## config.mk

```make
export PLATFORM = sky130hd
export DESIGN_NAME = axi_line_master_flat
export DESIGN_NICKNAME = d
export VERILOG_FILES = /design/src/rtl/axi_pkg.sv /design/src/rtl/axi_line_master_if.sv /design/src/rtl/axi_beat_shifter.sv /design/src/rtl/axi_line_master.sv /design/src/flat_wrapper.sv
export SDC_FILE = /design/constraint.sdc
export NUM_CORES = 1
export LEC_CHECK = 0
export CORE_AREA = 2 2 190 192
export CTS_CLUSTER_DIAMETER = 200
export DETAILED_ROUTE_END_ITERATION = 8
export DIE_AREA = 0 0 192 194
export PLACE_DENSITY = 0.78
export SKIP_CTS_REPAIR_TIMING = 1
export SYNTH_ARGS = -nofsm -noshare
export SYNTH_HDL_FRONTEND = slang
export SYNTH_SLANG_ARGS = --single-unit
```

## constraint.sdc

```tcl
create_clock -name clk_i -period 6.93 [get_ports clk_i]
set_input_delay 1.386 -clock clk_i [delete_from_list [all_inputs] [get_ports clk_i]]
set_output_delay 1.386 -clock clk_i [all_outputs]
set_load 0.02 [all_outputs]
```

## src/rtl/axi_pkg.sv

```systemverilog
// Shared AXI definitions for the line master: FSM state type, burst and
// response encodings, and the AxSIZE helper.
package axi_pkg;

    typedef enum logic [2:0] {
        S_IDLE,
        S_AR,
        S_R,
        S_AW,
        S_W,
        S_B,
        S_RSP
    } axi_state_e;

    localparam logic [1:0] BURST_INCR = 2'b01;
    localparam logic [1:0] RESP_OKAY  = 2'b00;

    // AxSIZE encoding for a bus of bus_w bits: log2 of the bytes per beat.
    function automatic logic [2:0] size_of(input int bus_w);
        return 3'($clog2(bus_w / 8));
    endfunction

endpackage

```

## src/rtl/axi_line_master_if.sv

```systemverilog
// AXI4 channel bundle between the line master and the interconnect.
//
// Handshake rule on every channel: a transfer happens on a rising clock
// edge where valid and ready are both high; the source holds valid and its
// payload stable until that edge, and ready may change freely.
interface axi_line_master_if #(
    parameter int ADDR_W = 32,
    parameter int BUS_W  = 32,
    parameter int ID_W   = 4
);
    logic [ID_W-1:0]    awid;
    logic [ADDR_W-1:0]  awaddr;
    logic [7:0]         awlen;
    logic [2:0]         awsize;
    logic [1:0]         awburst;
    logic               awvalid;
    logic               awready;

    logic [BUS_W-1:0]   wdata;
    logic [BUS_W/8-1:0] wstrb;
    logic               wlast;
    logic               wvalid;
    logic               wready;

    logic [ID_W-1:0]    bid;
    logic [1:0]         bresp;
    logic               bvalid;
    logic               bready;

    logic [ID_W-1:0]    arid;
    logic [ADDR_W-1:0]  araddr;
    logic [7:0]         arlen;
    logic [2:0]         arsize;
    logic [1:0]         arburst;
    logic               arvalid;
    logic               arready;

    logic [ID_W-1:0]    rid;
    logic [BUS_W-1:0]   rdata;
    logic [1:0]         rresp;
    logic               rlast;
    logic               rvalid;
    logic               rready;

    modport master (
        output awid, awaddr, awlen, awsize, awburst, awvalid,
        input  awready,
        output wdata, wstrb, wlast, wvalid,
        input  wready,
        input  bid, bresp, bvalid,
        output bready,
        output arid, araddr, arlen, arsize, arburst, arvalid,
        input  arready,
        input  rid, rdata, rresp, rlast, rvalid,
        output rready
    );

    modport slave (
        input  awid, awaddr, awlen, awsize, awburst, awvalid,
        output awready,
        input  wdata, wstrb, wlast, wvalid,
        output wready,
        output bid, bresp, bvalid,
        input  bready,
        input  arid, araddr, arlen, arsize, arburst, arvalid,
        output arready,
        output rid, rdata, rresp, rlast, rvalid,
        input  rready
    );

endinterface

```

## src/rtl/axi_beat_shifter.sv

```systemverilog
// Line register shared by both directions: loaded whole on request
// acceptance, written one bus-wide slot at a time by read beats, and read
// one slot at a time to feed write beats. line_next_o exposes the value the
// register takes at the next edge so the final read beat can be captured.
module axi_beat_shifter #(
    parameter int BUS_W  = 32,
    parameter int LINE_W = 128,
    parameter int CNT_W  = 2
) (
    input  logic              clk_i,
    input  logic              load_i,
    input  logic [LINE_W-1:0] load_data_i,
    input  logic              wr_i,
    input  logic [CNT_W-1:0]  idx_i,
    input  logic [BUS_W-1:0]  wr_data_i,
    output logic [BUS_W-1:0]  slot_o,
    output logic [LINE_W-1:0] line_next_o
);

    logic [LINE_W-1:0] line_q;
    logic [LINE_W-1:0] line_d;

    // Next line value: whole-line load wins over a single-slot write.
    always_comb begin
        line_d = line_q;
        if (load_i) begin
            line_d = load_data_i;
        end else if (wr_i) begin
            line_d[int'(idx_i)*BUS_W +: BUS_W] = wr_data_i;
        end
    end

    // Pure data storage, no reset needed.
    always_ff @(posedge clk_i) begin
        line_q <= line_d;
    end

    assign slot_o      = line_q[int'(idx_i)*BUS_W +: BUS_W];
    assign line_next_o = line_d;

endmodule

```

## src/rtl/axi_line_master.sv

```systemverilog
// AXI4 master turning cache-line or single-word requests into INCR bursts,
// one transaction in flight, with sticky error reporting on completion.
module axi_line_master
    import axi_pkg::*;
#(
    parameter int ADDR_W = 32,
    parameter int BUS_W  = 32,
    parameter int LINE_W = 128,
    parameter int ID_W   = 4,
    parameter int ID_VAL = 0
) (
    input  logic               clk_i,
    input  logic               rst_ni,
    input  logic               req_valid_i,
    output logic               req_ready_o,
    input  logic               req_we_i,
    input  logic               req_single_i,
    input  logic [ADDR_W-1:0]  req_addr_i,
    input  logic [LINE_W-1:0]  req_wdata_i,
    input  logic [BUS_W/8-1:0] req_wstrb_i,
    output logic               rsp_valid_o,
    output logic [LINE_W-1:0]  rsp_rdata_o,
    output logic               rsp_err_o,
    output axi_state_e         dbg_state_o,
    axi_line_master_if.master  m
);

    localparam int BEATS = LINE_W / BUS_W;
    localparam int CNT_W = (BEATS > 1) ? $clog2(BEATS) : 1;
    localparam logic [ADDR_W-1:0] LINE_MASK = ~ADDR_W'(LINE_W / 8 - 1);
    localparam logic [ADDR_W-1:0] WORD_MASK = ~ADDR_W'(BUS_W / 8 - 1);
    localparam logic [7:0]        LINE_LEN  = 8'(BEATS - 1);
    localparam logic [ID_W-1:0]   ID        = ID_W'(ID_VAL);

    axi_state_e         state_q, state_d;
    logic [CNT_W-1:0]   beat_q;
    logic               single_q;
    logic [ADDR_W-1:0]  addr_q;
    logic [7:0]         len_q;
    logic [BUS_W/8-1:0] strb_q;
    logic               err_q;
    logic [LINE_W-1:0]  rdata_q;

    logic req_ready, ar_valid, r_ready, aw_valid, w_valid, b_ready, rsp_valid;
    logic accept, r_fire, w_fire, b_fire, last_beat;
    logic [BUS_W-1:0]  w_slot;
    logic [LINE_W-1:0] line_next;
    logic [LINE_W-1:0] load_data;

    assign accept    = req_ready && req_valid_i;
    assign r_fire    = r_ready && m.rvalid;
    assign w_fire    = w_valid && m.wready;
    assign b_fire    = b_ready && m.bvalid;
    assign last_beat = (8'(beat_q) == len_q);
    assign load_data = req_we_i ? req_wdata_i : '0;

    axi_beat_shifter #(
        .BUS_W  (BUS_W),
        .LINE_W (LINE_W),
        .CNT_W  (CNT_W)
    ) u_shifter (
        .clk_i       (clk_i),
        .load_i      (accept),
        .load_data_i (load_data),
        .wr_i        (r_fire),
        .idx_i       (beat_q),
        .wr_data_i   (m.rdata),
        .slot_o      (w_slot),
        .line_next_o (line_next)
    );

    // State register; reset abandons any transfer and returns to IDLE.
    always_ff @(posedge clk_i) begin
        if (!rst_ni) state_q <= S_IDLE;
        else         state_q <= state_d;
    end

    // Next state and Moore outputs; everything stays low while in reset.
    always_comb begin
        state_d   = state_q;
        req_ready = 1'b0;
        ar_valid  = 1'b0;
        r_ready   = 1'b0;
        aw_valid  = 1'b0;
        w_valid   = 1'b0;
        b_ready   = 1'b0;
        rsp_valid = 1'b0;
        if (rst_ni) begin
            unique case (state_q)
                S_IDLE: begin
                    req_ready = 1'b1;
                    if (req_valid_i) state_d = req_we_i ? S_AW : S_AR;
                end
                S_AR: begin
                    ar_valid = 1'b1;
                    if (m.arready) state_d = S_R;
                end
                S_R: begin
                    r_ready = 1'b1;
                    if (m.rvalid && last_beat) state_d = S_RSP;
                end
                S_AW: begin
                    aw_valid = 1'b1;
                    if (m.awready) state_d = S_W;
                end
                S_W: begin
                    w_valid = 1'b1;
                    if (m.wready && last_beat) state_d = S_B;
                end
                S_B: begin
                    b_ready = 1'b1;
                    if (m.bvalid) state_d = S_RSP;
                end
                S_RSP: begin
                    rsp_valid = 1'b1;
                    state_d   = S_IDLE;
                end
                default: state_d = S_IDLE;
            endcase
        end
    end

    // Request capture, beat counter, sticky error flag and read result.
    always_ff @(posedge clk_i) begin
        if (!rst_ni) begin
            beat_q   <= '0;
            single_q <= 1'b0;
            addr_q   <= '0;
            len_q    <= '0;
            strb_q   <= '0;
            err_q    <= 1'b0;
            rdata_q  <= '0;
        end else begin
            if (accept) begin
                single_q <= req_single_i;
                addr_q   <= req_addr_i & (req_single_i ? WORD_MASK : LINE_MASK);
                len_q    <= req_single_i ? 8'd0 : LINE_LEN;
                strb_q   <= req_wstrb_i;
                err_q    <= 1'b0;
                beat_q   <= '0;
            end
            if (r_fire) begin
                beat_q <= beat_q + CNT_W'(1);
                if (m.rresp != RESP_OKAY || m.rid != ID || m.rlast != last_beat) err_q <= 1'b1;
                if (last_beat) rdata_q <= line_next;
            end
            if (w_fire) beat_q <= beat_q + CNT_W'(1);
            if (b_fire && (m.bresp != RESP_OKAY || m.bid != ID)) err_q <= 1'b1;
        end
    end

    assign req_ready_o = req_ready;
    assign rsp_valid_o = rsp_valid;
    assign rsp_err_o   = rsp_valid && err_q;
    assign rsp_rdata_o = rdata_q;
    assign dbg_state_o = state_q;

    assign m.awid    = ID;
    assign m.awaddr  = addr_q;
    assign m.awlen   = len_q;
    assign m.awsize  = size_of(BUS_W);
    assign m.awburst = BURST_INCR;
    assign m.awvalid = aw_valid;
    assign m.wdata   = w_slot;
    assign m.wstrb   = single_q ? strb_q : '1;
    assign m.wlast   = last_beat;
    assign m.wvalid  = w_valid;
    assign m.bready  = b_ready;
    assign m.arid    = ID;
    assign m.araddr  = addr_q;
    assign m.arlen   = len_q;
    assign m.arsize  = size_of(BUS_W);
    assign m.arburst = BURST_INCR;
    assign m.arvalid = ar_valid;
    assign m.rready  = r_ready;

endmodule

```

## src/flat_wrapper.sv

```systemverilog
// flat-port wrapper written by rule: the top's interface ports become plain ports
module axi_line_master_flat import axi_pkg::*;
#(
    parameter int ADDR_W = 32,
    parameter int BUS_W  = 32,
    parameter int LINE_W = 128,
    parameter int ID_W   = 4,
    parameter int ID_VAL = 0
)
  (clk_i, rst_ni, req_valid_i, req_ready_o, req_we_i, req_single_i, req_addr_i, req_wdata_i, req_wstrb_i, rsp_valid_o, rsp_rdata_o, rsp_err_o, dbg_state_o, m_awid, m_awaddr, m_awlen, m_awsize, m_awburst, m_awvalid, m_awready, m_wdata, m_wstrb, m_wlast, m_wvalid, m_wready, m_bid, m_bresp, m_bvalid, m_bready, m_arid, m_araddr, m_arlen, m_arsize, m_arburst, m_arvalid, m_arready, m_rid, m_rdata, m_rresp, m_rlast, m_rvalid, m_rready);
  axi_line_master_if #(.ADDR_W(ADDR_W), .BUS_W(BUS_W), .ID_W(ID_W)) m_i ();
  input  logic clk_i;
  input  logic rst_ni;
  input  logic req_valid_i;
  output logic req_ready_o;
  input  logic req_we_i;
  input  logic req_single_i;
  input  logic [ADDR_W-1:0] req_addr_i;
  input  logic [LINE_W-1:0] req_wdata_i;
  input  logic [BUS_W/8-1:0] req_wstrb_i;
  output logic rsp_valid_o;
  output logic [LINE_W-1:0] rsp_rdata_o;
  output logic rsp_err_o;
  output axi_state_e dbg_state_o;
  output wire logic [$bits(m_i.awid)-1:0] m_awid;
  output wire logic [$bits(m_i.awaddr)-1:0] m_awaddr;
  output wire logic [$bits(m_i.awlen)-1:0] m_awlen;
  output wire logic [$bits(m_i.awsize)-1:0] m_awsize;
  output wire logic [$bits(m_i.awburst)-1:0] m_awburst;
  output wire logic [$bits(m_i.awvalid)-1:0] m_awvalid;
  input wire logic [$bits(m_i.awready)-1:0] m_awready;
  output wire logic [$bits(m_i.wdata)-1:0] m_wdata;
  output wire logic [$bits(m_i.wstrb)-1:0] m_wstrb;
  output wire logic [$bits(m_i.wlast)-1:0] m_wlast;
  output wire logic [$bits(m_i.wvalid)-1:0] m_wvalid;
  input wire logic [$bits(m_i.wready)-1:0] m_wready;
  input wire logic [$bits(m_i.bid)-1:0] m_bid;
  input wire logic [$bits(m_i.bresp)-1:0] m_bresp;
  input wire logic [$bits(m_i.bvalid)-1:0] m_bvalid;
  output wire logic [$bits(m_i.bready)-1:0] m_bready;
  output wire logic [$bits(m_i.arid)-1:0] m_arid;
  output wire logic [$bits(m_i.araddr)-1:0] m_araddr;
  output wire logic [$bits(m_i.arlen)-1:0] m_arlen;
  output wire logic [$bits(m_i.arsize)-1:0] m_arsize;
  output wire logic [$bits(m_i.arburst)-1:0] m_arburst;
  output wire logic [$bits(m_i.arvalid)-1:0] m_arvalid;
  input wire logic [$bits(m_i.arready)-1:0] m_arready;
  input wire logic [$bits(m_i.rid)-1:0] m_rid;
  input wire logic [$bits(m_i.rdata)-1:0] m_rdata;
  input wire logic [$bits(m_i.rresp)-1:0] m_rresp;
  input wire logic [$bits(m_i.rlast)-1:0] m_rlast;
  input wire logic [$bits(m_i.rvalid)-1:0] m_rvalid;
  output wire logic [$bits(m_i.rready)-1:0] m_rready;
  assign m_awid = m_i.awid;
  assign m_awaddr = m_i.awaddr;
  assign m_awlen = m_i.awlen;
  assign m_awsize = m_i.awsize;
  assign m_awburst = m_i.awburst;
  assign m_awvalid = m_i.awvalid;
  assign m_i.awready = m_awready;
  assign m_wdata = m_i.wdata;
  assign m_wstrb = m_i.wstrb;
  assign m_wlast = m_i.wlast;
  assign m_wvalid = m_i.wvalid;
  assign m_i.wready = m_wready;
  assign m_i.bid = m_bid;
  assign m_i.bresp = m_bresp;
  assign m_i.bvalid = m_bvalid;
  assign m_bready = m_i.bready;
  assign m_arid = m_i.arid;
  assign m_araddr = m_i.araddr;
  assign m_arlen = m_i.arlen;
  assign m_arsize = m_i.arsize;
  assign m_arburst = m_i.arburst;
  assign m_arvalid = m_i.arvalid;
  assign m_i.arready = m_arready;
  assign m_i.rid = m_rid;
  assign m_i.rdata = m_rdata;
  assign m_i.rresp = m_rresp;
  assign m_i.rlast = m_rlast;
  assign m_i.rvalid = m_rvalid;
  assign m_rready = m_i.rready;
  axi_line_master #(.ADDR_W(ADDR_W), .BUS_W(BUS_W), .LINE_W(LINE_W), .ID_W(ID_W), .ID_VAL(ID_VAL)) u_core (.clk_i(clk_i), .rst_ni(rst_ni), .req_valid_i(req_valid_i), .req_ready_o(req_ready_o), .req_we_i(req_we_i), .req_single_i(req_single_i), .req_addr_i(req_addr_i), .req_wdata_i(req_wdata_i), .req_wstrb_i(req_wstrb_i), .rsp_valid_o(rsp_valid_o), .rsp_rdata_o(rsp_rdata_o), .rsp_err_o(rsp_err_o), .dbg_state_o(dbg_state_o), .m(m_i));
endmodule
```

**Word level (Yosys, flattened, before mapping)**

Index checks and enable logic that the tools add are counted.

- Output and inout bits: 274
- Latch bits: 0
- Memories: 0
- Input port bits: 219
- Memory bits (writable): 0
- Word-level logic and storage cells: 84
- ROM bits: 0
- Flip-flop bits (word level): 307

- Multiplexer cells: 36
- Shift operators: 3
- Multiply operators: 0
- Divide/modulo/power cells: 0
- Equality and inequality tests: 14
- Order comparisons: 0
- Reduce and logical (&&, ||, !) cells: 19
- Bitwise logic cells: 1
- $add $sub $neg: 2

Operators with widths:

| kind | count |
|---|---|
| 128-bit two-way mux | 3 |
| 128-bit bitwise mux | 1 |
| 32-bit by 33-bit variable shift with 128-bit output, first input constant | 1 |
| 128-bit by 8-bit variable part select with 32-bit output | 1 |
| 32-bit by 33-bit variable part select with 128-bit output | 1 |
| 7-bit negator with 33-bit output | 1 |
| 32-bit AND | 1 |
| 1-bit two-way mux | 18 |
| 3-bit two-way mux | 6 |
| 3-bit one-hot mux with 6 select lines | 1 |
| 2-bit two-way mux | 5 |
| 3-bit == test, second input constant | 3 |
| 2-bit by 8-bit == test with 1-bit output | 1 |
| 1-bit logical AND | 8 |
| 4-bit two-way mux | 2 |
| 2-bit inequality test, second input constant | 4 |
| 4-bit nonzero test | 2 |
| 3-bit by 2-bit == test with 1-bit output, second input constant | 2 |
| 6-bit AND reduction | 1 |
| 2-bit by 1-bit inequality test with 1-bit output, second input constant | 2 |
| 2-bit nonzero test | 2 |
| 3-bit by 1-bit == test with 1-bit output, second input constant | 1 |
| 3-bit zero test | 1 |
| 1-bit logical OR | 3 |
| other kinds (4) | 4 |

**Logic depth before layout (Yosys ltp)**

Gate-level depths: netlist (run 1).

- Depth after elaboration: 8
- Depth in mapped cells: 9
- Gate-level depth less buffers: 6

**Cells and area by module**

Synthesis (run 1) repeated with hierarchy kept, for this count alone.

- Cells, all modules: 1,775
- Area total of the unflattened synthesis: 14,771.7 um^2

By module, submodules not included:

| module | times used | seq. area each (um^2) | area an instance (um^2) | cells an instance |
|---|---|---|---|---|
| axi_line_master | 1 | 3,403.3 | 7,975.1 | 997 |
| axi_beat_shifter | 1 | 2,562.5 | 6,796.5 | 778 |

**Least setup slack after synthesis (run 1)**

Ideal clock, no wire load.

- Kind: in2out
- From: input rst_ni
- To: output m_rready
- Path slack: 3.297 ns
- Stages on the path: 4
- Data required time: 5.544 ns
- Buffers on the path: 3
- Arrival time: 2.247 ns
- Cells stage by stage: buf_2 and4bb_1 buf_4 clkbuf_1

- Cells in the longest elaborated chain, start to end: 1

Ends and longest elaborated chain:

| element | line | text |
|---|---|---|
| from (decl) | flat_wrapper.sv:13 | `input logic rst_ni;` |
| 1-bit two-way mux | axi_line_master.sv:88 | `if (rst_ni) begin` |
| to (decl) | flat_wrapper.sv:53 | `output wire logic [$bits(m_i.rready)-1:0] m_rready;` |

No other way between the ends.

**Worst setup path in the final report (run 1)**

Ends and elaborated chain as after synthesis.

==> run_results.csv, run 1 <==
group,metric,value,unit
synthesis,syn_inst,1498,
setup_path,worstPathArrival,3420,ps
clocking,clk_latency,510,ps
floorplanning,design.core.area,35200,µm²
clocking,clock_sinks,298,
synthesis,yosys_warnings,0,
setup_path,ff2ff_setup_slack,3020,ps
timing,final-hold-violation-count,0,
flow_run,maxCapViolCount,0,
timing,max_clock_freq,208,MHz
clocking,cts_tree,"built",
timing,timing.setup.tns,0,ps
routing,drc,0,
setup_path,path_class,"input port to output pin",
grt,grt_overflow_total,0,
timing,worst_pin_slew,1280,ps
synthesis,post-synth-top-area-cell,"dfxtp_1",
setup_path,path_max_fanout,49,
floorplanning,die-area,37200,µm²
clocking,clock_path_buffers,3,
timing,rsz0062_at_grt,"false",
hold_path,hold_path_class,"flip-flop to flip-flop",
routing,drtIter0Drc,837,
power,p_leak,6.58,nW
synthesis,synth_top_area_share,44.4,%
layout,n_fill_cell,3150,
floorplanning,num_rows,69,
synthesis,postSynthAreaPerCell,8.98,µm²
power,peakVddDrop,188,µV
routing,num_vias,12710,
synthesis,netlist_area,13400,µm²
clocking,cts_inserted_buffers,34,
setup_path,crit_path_end_kind,"output pin",
floorplanning,start_util,38.2,%
placement,finalWeightedCongestion,0.866,
placement,dp_hpwl,33200,µm
setup_path,worstPathRequired,5540,ps
timing,period_needed,4800,ps
floorplanning,dieHeight,194,µm
clocking,cts_root_buf,"clkbuf_16",
layout,multi_input_area,6450,µm²
floorplanning,die_width,192,µm
layout,area_growth,40.1,%
grt,first_global_vias,12780,
synthesis,synth-seq-area-share,44.4,%
synthesis,synthArstFlopShare,0,%
timing,skew,14.0,ps
clocking,cts.clk_slew.worst_paths,60,ps
floorplanning,ios,493,
placement,portBuffers,456,
setup_path,critPathLaunchType,"input port",
grt,grt_first_pass_wirelength,74600,µm
synthesis,synth-seq-cells,298,
routing,wirelength,50100,µm
timing,fin_crit_sh,69.3,%
synthesis,synth.distinct_cells,47,
timing,slew_headroom,14.9,%
routing,wl_per_cell,21.5,µm
routing,dr.pass1.iters,5,
power,p_per_area,341,nW/µm²
timing,slew_violations,0,
routing,vias_per_cell,5.46,
power,p_total,6.42,mW
run_status,outcome,"finished, final reports clean",
layout,drive_gt1_share,7.93,%
routing,ant_nets,0,
grt,grt_max_degree,131,
grt,antenna_found_initial,2,
synthesis,synth_flop_cell,"dfxtp_1",
timing,finalSetupViolCount,0,
layout,nets,2067,
clocking,cts_max_level,2,
synthesis,synth-edff-count,0,
grt,grt_usage,25.8,%
synthesis,synth.area.top_cells,"dfxtp_1 (44%), mux2i_1 (7.3%), o21ai_0 (7.3%)",
layout,ff_latch_area,5970,µm²
final timing paths:
path,start,endpoint,cells past startpoint
setup / recovery,rst_ni,m_rready,3
hold reg to reg,u_core.strb_q[3],u_core.strb_q[3],2
setup reg to reg,u_core.beat_q[0],u_core.rsp_rdata_o[87],6
hold / removal,u_core.strb_q[3],u_core.strb_q[3],2
registers in the layout (all words and copies together) (netlist names):
| register | count |
|---|---|
| u_core.rsp_rdata_o | 128 |
| u_core.m.arlen | 1 |
| u_core.m.araddr | 30 |
| u_core.u_shifter.line_q | 128 |
| u_core.beat_q | 2 |
| u_core.single_q | 1 |
| u_core.strb_q | 4 |
| u_core.err_q | 1 |
| u_core.dbg_state_o | 3 |
Yosys cell counts, drive strengths merged, types with 3 or more instances:
cell and instances:
dfxtp 298, o21ai 294, nand2 200, nand3 135, buf 111, mux2i 98
clkbuf 88, and2 68, and3 38, a31oi 33, a21boi 32, mux4 32
nor2 11, a21oi 7, inv 6, nand2b 6, ha 5, nand3b 4
nor3 3, nor3b 3
worst max-delay path, stage by stage:
cell	delay (ps)
buf_4	460
and4bb_2	770
clkdlybuf4s50_1	770
metal layers:
metal	part of all wire, %	routed length, µm	vias up	track usage [%]
li1	-	-	5849	-
met1	38	19100	6037	30.2
met2	48	24200	670	44.0
met3	8.8	4420	152	6.30
met4	4.9	2460	2	12.4
met5	0.022	11	-	0
per-stage QoR:
| stage | utilization, % | instances | setup WS, ps | hold slack, ps | cell area, µm² |
|---|---|---|---|---|---|
| 2_1_floorplan | - | 1530 | 3300 | 423 | 13600 |
| 6_report | 53.5 | 2328 | 2130 | 453 | 18800 |
| 5_1_grt | 53.5 | 2328 | 2080 | 482 | 18800 |
| 3_3_place_gp | 50.4 | 2268 | 2140 | 442 | 17800 |
| 4_1_cts | 53.5 | 2327 | 2130 | 453 | 18800 |
| 3_5_place_dp | 50.4 | 2268 | 2100 | 445 | 17800 |
where the power goes:
group	leakage, nW	internal (mW)	total [mW]	switching, mW
sequential	2.44	2.21	2.53	0.317
combinational	3.61	0.973	2.15	1.18
clock	0.529	1.03	1.74	0.716
cell type report:
type	count	area share, %
timing repair buffer	476	25.2
tap	461	3.06
multi-input combinational	1027	34.2
inverter	6	0.120
antenna	1	0.0133
clock buffer	53	5.50
clock inverter	6	0.179
sequential	298	31.7
placed cells by master (no fill, tap or decap), drive strengths merged, types with 6 or more instances in the layout:
master	n
a21boi	32
a21oi	7
a31oi	33
and2	68
and3	38
buf	21
clkbuf	53
clkdlybuf4s50	455
clkinv	6
conb	34
dfxtp	298
inv	6
mux2i	98
mux4	32
nand2	200
nand2b	6
nand3	135
nor2	11
o21ai	294
kinds of logic after synthesis:
kind of cell	share of synthesized area, %
adder cells (fa/ha/maj)	0.465
flip-flops	44.4
AND/OR/NAND/NOR	17.6
AO/OA/AOI/OAI	15.9
multiplexers	12.7
other	0.0559
buffers and inverters	8.86
Power figures use the tool's default switching activity.
==> inputs of run 2 (changes only) <==
--- a/config.mk
+++ b/config.mk
@@ -5,11 +5,11 @@
 export SDC_FILE = /design/constraint.sdc
 export NUM_CORES = 1
 export LEC_CHECK = 0
-export CORE_AREA = 2 2 190 192
+export CORE_AREA = 2 2 192 194
 export CTS_CLUSTER_DIAMETER = 200
 export DETAILED_ROUTE_END_ITERATION = 8
-export DIE_AREA = 0 0 192 194
-export PLACE_DENSITY = 0.78
+export DIE_AREA = 0 0 194 196
+export PLACE_DENSITY = 0.77
 export SKIP_CTS_REPAIR_TIMING = 1
 export SYNTH_ARGS = -nofsm -noshare
 export SYNTH_HDL_FRONTEND = slang
==> constraint.sdc (replaced) <==
create_clock -name clk_i -period 4.61 [get_ports clk_i]
set_input_delay 0.922 -clock clk_i [delete_from_list [all_inputs] [get_ports clk_i]]
set_output_delay 0.922 -clock clk_i [all_outputs]
set_load 0.02 [all_outputs]
==> run_results.csv, run 2 (synthesis results as in run 1) <==
group,metric,value,unit
run_status,outcome,"finished, final reports clean",
setup_path,cp_top_family,"simple AND/OR/NAND/NOR gates",
layout,area_growth,42.0,%
setup_path,ff2ff_path_depth,5,
setup_path,r2r_end,"u_core.rsp_rdata_o[125]",
setup_path,path_class,"flip-flop to output pin",
layout,drive_gt1_share,8.50,%
placement,dp_hpwl,33500,µm
grt,grt_usage,25.2,%
routing,ant_nets,0,
setup_path,crit_path_end_kind,"output pin",
clocking,cts_max_level,2,
clocking,cts.clk_slew.worst_paths,60,ps
routing,met3_length,4770,µm
clocking,clock_sinks,298,
grt,antenna_found_initial,3,
grt,grt_max_degree,117,
power,peakVddDrop,339,µV
power,p_leak,6.69,nW
routing,drc,0,
clocking,cts_inserted_buffers,35,
layout,n_fill_cell,3300,
layout,nets,2070,
timing,hold_ws,448,ps
floorplanning,num_rows,70,
setup_path,cp_slowest_cell,"and4bb_2",
routing,met1Wirelength,19200,µm
layout,layout_common_cells,"clkdlybuf4s50_1 (455), dfxtp_1 (296), nand2_1 (200)",
setup_path,critPathLaunchType,"flip-flop",
timing,timing.setup.tns,0,ps
setup_path,worstPathRequired,3690,ps
hold_path,hold_depth,2,
placement,portBuffers,456,
floorplanning,start_util,37.3,%
timing,fin_crit_sh,81.0,%
setup_path,path_max_fanout,24,
timing,slew_violations,0,
grt,grt_first_pass_wirelength,74900,µm
grt,first_global_vias,12637,
routing,wl_per_cell,21.6,µm
clocking,cts_tree,"built",
layout,layout_commonest_cell,"clkdlybuf4s50_1",
hold_path,hold_path_class,"flip-flop to flip-flop",
timing,period_needed,3730,ps
routing,vias_per_cell,5.47,
setup_path,worstPathArrival,2810,ps
clocking,cts_root_buf,"clkbuf_16",
timing,rsz0062_at_grt,"false",
timing,worst_pin_slew,1110,ps
routing,wirelength,50600,µm
placement,finalWeightedCongestion,0.844,
timing,finalSetupViolCount,0,
setup_path,crit_chain,"and4bb_2 > clkdlybuf4s50_1",
setup_path,worst-path-stages,2,
grt,grt_overflow_total,0,
setup_path,ff2ff_setup_slack,1310,ps
hold_path,worstHoldEndpoint,"u_core.strb_q[3]",
setup_path,critPathMaxStageDelay,820,ps
timing,slew_headroom,26.3,%
timing,final-hold-violation-count,0,
floorplanning,ios,493,
timing,skew,20.4,ps
floorplanning,design.core.area,36100,µm²
routing,num_vias,12809,
floorplanning,die_width,194,µm
timing,max_clock_freq,268,MHz
flow_run,maxCapViolCount,0,
setup_path,path_buf_inv,1,
clocking,clock_path_buffers,3,
routing,met2_wirelength,24400,µm
routing,drtIter0Drc,927,
clocking,clk_latency,520,ps
floorplanning,die-area,38000,µm²
power,p_per_area,524,nW/µm²
routing,dr.pass1.iters,6,
setup_path,rr_startpoint,"u_core.beat_q[0]",
routing,top_layer_used,"met4",
hold_path,hp-start,"u_core.strb_q[3]",
floorplanning,dieHeight,196,µm
[run 2: changes by cell type in the layout (fill, tap and decap cells not counted)]
cell	previous run	this run
clkbuf_1	11	4
clkinvlp_4	0	1
buf_4	18	16
clkinv_2	5	3
clkbuf_16	37	36
clkinv_4	1	0
clkbuf_8	5	11
inv_6	0	1
diode_2	1	3
buf_12	3	7
bufinv_16	0	5
[run 2: worst max path at each step]
stage	slack, ps	startpoint	endpoint
2_1_floorplan	1910	rst_ni	m_rready
3_3_place_gp	1110	rst_ni	m_rready
3_5_place_dp	1130	rst_ni	m_rready
6_report	880	u_core.dbg_state_o[1]	m_rready
4_1_cts	840	u_core.dbg_state_o[1]	m_rready
5_1_grt	740	u_core.dbg_state_o[1]	m_rready
[run 2: layout make-up]
| cell class | instances | area [µm²] | area share (%) |
|---|---|---|---|
| sequential | 298 | 5970 | 31.3 |
| multi-input combinational | 1027 | 6450 | 33.8 |
| clock buffer | 51 | 1070 | 5.59 |
| clock inverter | 10 | 181 | 0.950 |
| inverter | 6 | 22.5 | 0.118 |
| timing repair buffer | 478 | 4810 | 25.2 |
| antenna | 3 | 7.51 | 0.0393 |
| tap | 468 | 586 | 3.07 |
[run 2: metal layers]
layer | GRT usage (%) | vias to the layer above
li1 | - | 5863
met1 | 29.6 | 6137
met2 | 42.8 | 676
met3 | 6.67 | 133
met4 | 12.0 | 0
met5 | 0 | -
[run 2: worst reg2reg max path: cells and delay by family (launching register included)]
kind | cells | cell delay [ps]
flip-flops | 1 | 950
buffers and inverters | 1 | 910
AO/OA/AOI/OAI | 2 | 830
AND/OR/NAND/NOR | 2 | 510
[run 2: stage by stage]
stage / area, µm² / setup WS [ps] / total power, mW / utilization, % / std cells
detailed placement: 17800 / 1130 / 7.02 / 49.4 / 2277
global placement: 17800 / 1110 / 6.92 / 49.4 / 2277
finish: 19100 / 876 / 10.0 / 52.9 / 2341
global route: 19100 / 736 / 10.4 / 52.9 / 2340
floorplan: 13600 / 1910 / 5.66 / - / 1530
CTS: 19100 / 838 / 10.0 / 52.9 / 2338
[run 2: where the power goes]
group / internal [mW] / total [mW] / switching [mW]
logic: 1.46 / 3.22 / 1.76
registers: 3.32 / 3.81 / 0.491
clock network: 1.88 / 2.98 / 1.09
==> inputs of run 3 (changes only) <==
--- a/config.mk
+++ b/config.mk
@@ -5,11 +5,11 @@
 export SDC_FILE = /design/constraint.sdc
 export NUM_CORES = 1
 export LEC_CHECK = 0
-export CORE_AREA = 2 2 192 194
+export CORE_AREA = 2 2 190 192
 export CTS_CLUSTER_DIAMETER = 200
 export DETAILED_ROUTE_END_ITERATION = 8
-export DIE_AREA = 0 0 194 196
-export PLACE_DENSITY = 0.77
+export DIE_AREA = 0 0 192 194
+export PLACE_DENSITY = 0.81
 export SKIP_CTS_REPAIR_TIMING = 1
 export SYNTH_ARGS = -nofsm -noshare
 export SYNTH_HDL_FRONTEND = slang
==> constraint.sdc (replaced) <==
create_clock -name clk_i -period 3.2 [get_ports clk_i]
set_input_delay 0.64 -clock clk_i [delete_from_list [all_inputs] [get_ports clk_i]]
set_output_delay 0.64 -clock clk_i [all_outputs]
set_load 0.02 [all_outputs]
==> run_results.csv, run 3 (synthesis results as in run 1) <==
group,metric,value,unit
placement,portBuffers,456,
timing,timing.final.ws_setup,103,ps
grt,grt_first_pass_wirelength,73400,µm
floorplanning,ios,493,
timing,rsz0062_at_grt,"false",
clocking,clk_latency,500,ps
setup_path,worstPathRequired,2560,ps
timing,slew_headroom,26.7,%
power,peakVddDrop,425,µV
clocking,cts_tree,"built",
floorplanning,num_rows,69,
floorplanning,die_width,192,µm
clocking,cts.clk_slew.worst_paths,60,ps
flow_run,maxCapViolCount,0,
routing,drtIter0Drc,811,
timing,skew,14.6,ps
timing,fin_crit_sh,96.8,%
layout,nets,2081,
timing,final-hold-violation-count,0,
routing,met1Wirelength,18000,µm
clocking,cts_root_buf,"clkbuf_16",
hold_path,hold_depth,2,
power,sequentialPowerShare,38.8,%
routing,met3_length,5000,µm
setup_path,critPathLaunchType,"flip-flop",
grt,grt_max_degree,129,
clocking,clock_sinks,298,
floorplanning,dieHeight,194,µm
timing,max_clock_freq,323,MHz
power,cellInternalPower,9.34,mW
routing,vias_per_cell,5.49,
clocking,cts_max_level,2,
layout,area_growth,42.5,%
routing,top_layer_used,"met5",
power,clkPwrFrac,27.7,%
clocking,cts_inserted_buffers,34,
setup_path,path_class,"flip-flop to output pin",
routing,dr.pass1.iters,5,
setup_path,ff2ff_path_depth,4,
floorplanning,start_util,38.2,%
layout,layout_commonest_cell,"clkdlybuf4s50_1",
setup_path,crit_path_end_kind,"output pin",
floorplanning,die-area,37200,µm²
routing,wirelength,49400,µm
grt,grt_usage,25.4,%
grt,first_global_vias,12899,
layout,postLayoutCoreUtil,54.4,%
grt,grt_overflow_total,0,
power,p_sw_share,33.7,%
hold_path,hold_path_class,"flip-flop to flip-flop",
power,p_per_area,735,nW/µm²
grt,antenna_found_initial,4,
timing,period_needed,3100,ps
power,p_total,14.1,mW
routing,wl_per_cell,21.1,µm
placement,pre_cts_ws,429,ps
setup_path,worstPathArrival,2460,ps
power,pwr-share-comb,33.5,%
routing,num_vias,12855,
placement,placed_area,18000,µm²
placement,dp_hpwl,33700,µm
layout,layout_common_cells,"clkdlybuf4s50_1 (455), dfxtp_1 (296), nand2_1 (200)",
routing,ant_nets,0,
layout,post-route-cell-area,19200,µm²
timing,worst_pin_slew,1100,ps
timing,hold_ws,455,ps
setup_path,path_max_fanout,12,
layout,drive_gt1_share,8.58,%
routing,met2_wirelength,24200,µm
timing,slew_violations,0,
layout,fin_cells,2340,
placement,placed_cells,2281,
power,p_leak,6.72,nW
timing,finalSetupViolCount,0,
placement,finalWeightedCongestion,0.886,
power,power.switching,4.75,mW
floorplanning,design.core.area,35200,µm²
timing,timing.setup.tns,0,ps
routing,drc,0,
clocking,clock_path_buffers,3,
run_status,outcome,"finished, final reports clean",
run 3: cell count changes in the layout (fill, tap and decap cells not counted), sizes merged:
cell	previous run	this run
buf	23	35
bufinv	5	2
clkbuf	51	52
clkinv	3	2
clkinvlp	1	0
diode	3	2
inv	7	6
run 3: layer usage:
metal	vias up	GRT usage, %
met1	6072	28.9
met2	764	44.1
met3	141	6.52
met4	2	12.1
met5	-	0
li1	5876	-
run 3: power groups by stage:
stage	Clock, mW	Combinational [mW]	Sequential, mW
2_1_floorplan	0	2.66	5.49
3_3_place_gp	0	4.56	5.44
3_5_place_dp	0	4.66	5.50
4_1_cts	3.98	4.69	5.44
5_1_grt	4.15	5.07	5.57
6_report	3.91	4.72	5.46
run 3: final cells by class:
| class | instances | area, µm² |
|---|---|---|
| Clock buffer | 52 | 1040 |
| Multi-Input combinational cell | 1027 | 6450 |
| Tap cell | 461 | 577 |
| Antenna cell | 2 | 5.00 |
| Timing Repair Buffer | 490 | 5020 |
| Sequential cell | 298 | 5970 |
| Inverter | 6 | 22.5 |
| Fill cell | 3067 | 16100 |
| Clock inverter | 4 | 73.8 |
run 3: critical path, cell delays in order, from the launching register on:
cell and delay [ps]:
dfxtp_4 610, buf_6 240, mux4_2 520, clkdlybuf4s50_1 570
run 3: final timing paths:
check	startpoint	end	slack, ps
worst max register to register	u_core.dbg_state_o[1]	u_core.u_shifter.line_q[24]	430
worst min register to register	u_core.strb_q[0]	u_core.strb_q[0]	460
worst min-delay path	u_core.strb_q[0]	u_core.strb_q[0]	460
worst max-delay path	u_core.beat_q[0]	m_wdata[1]	100
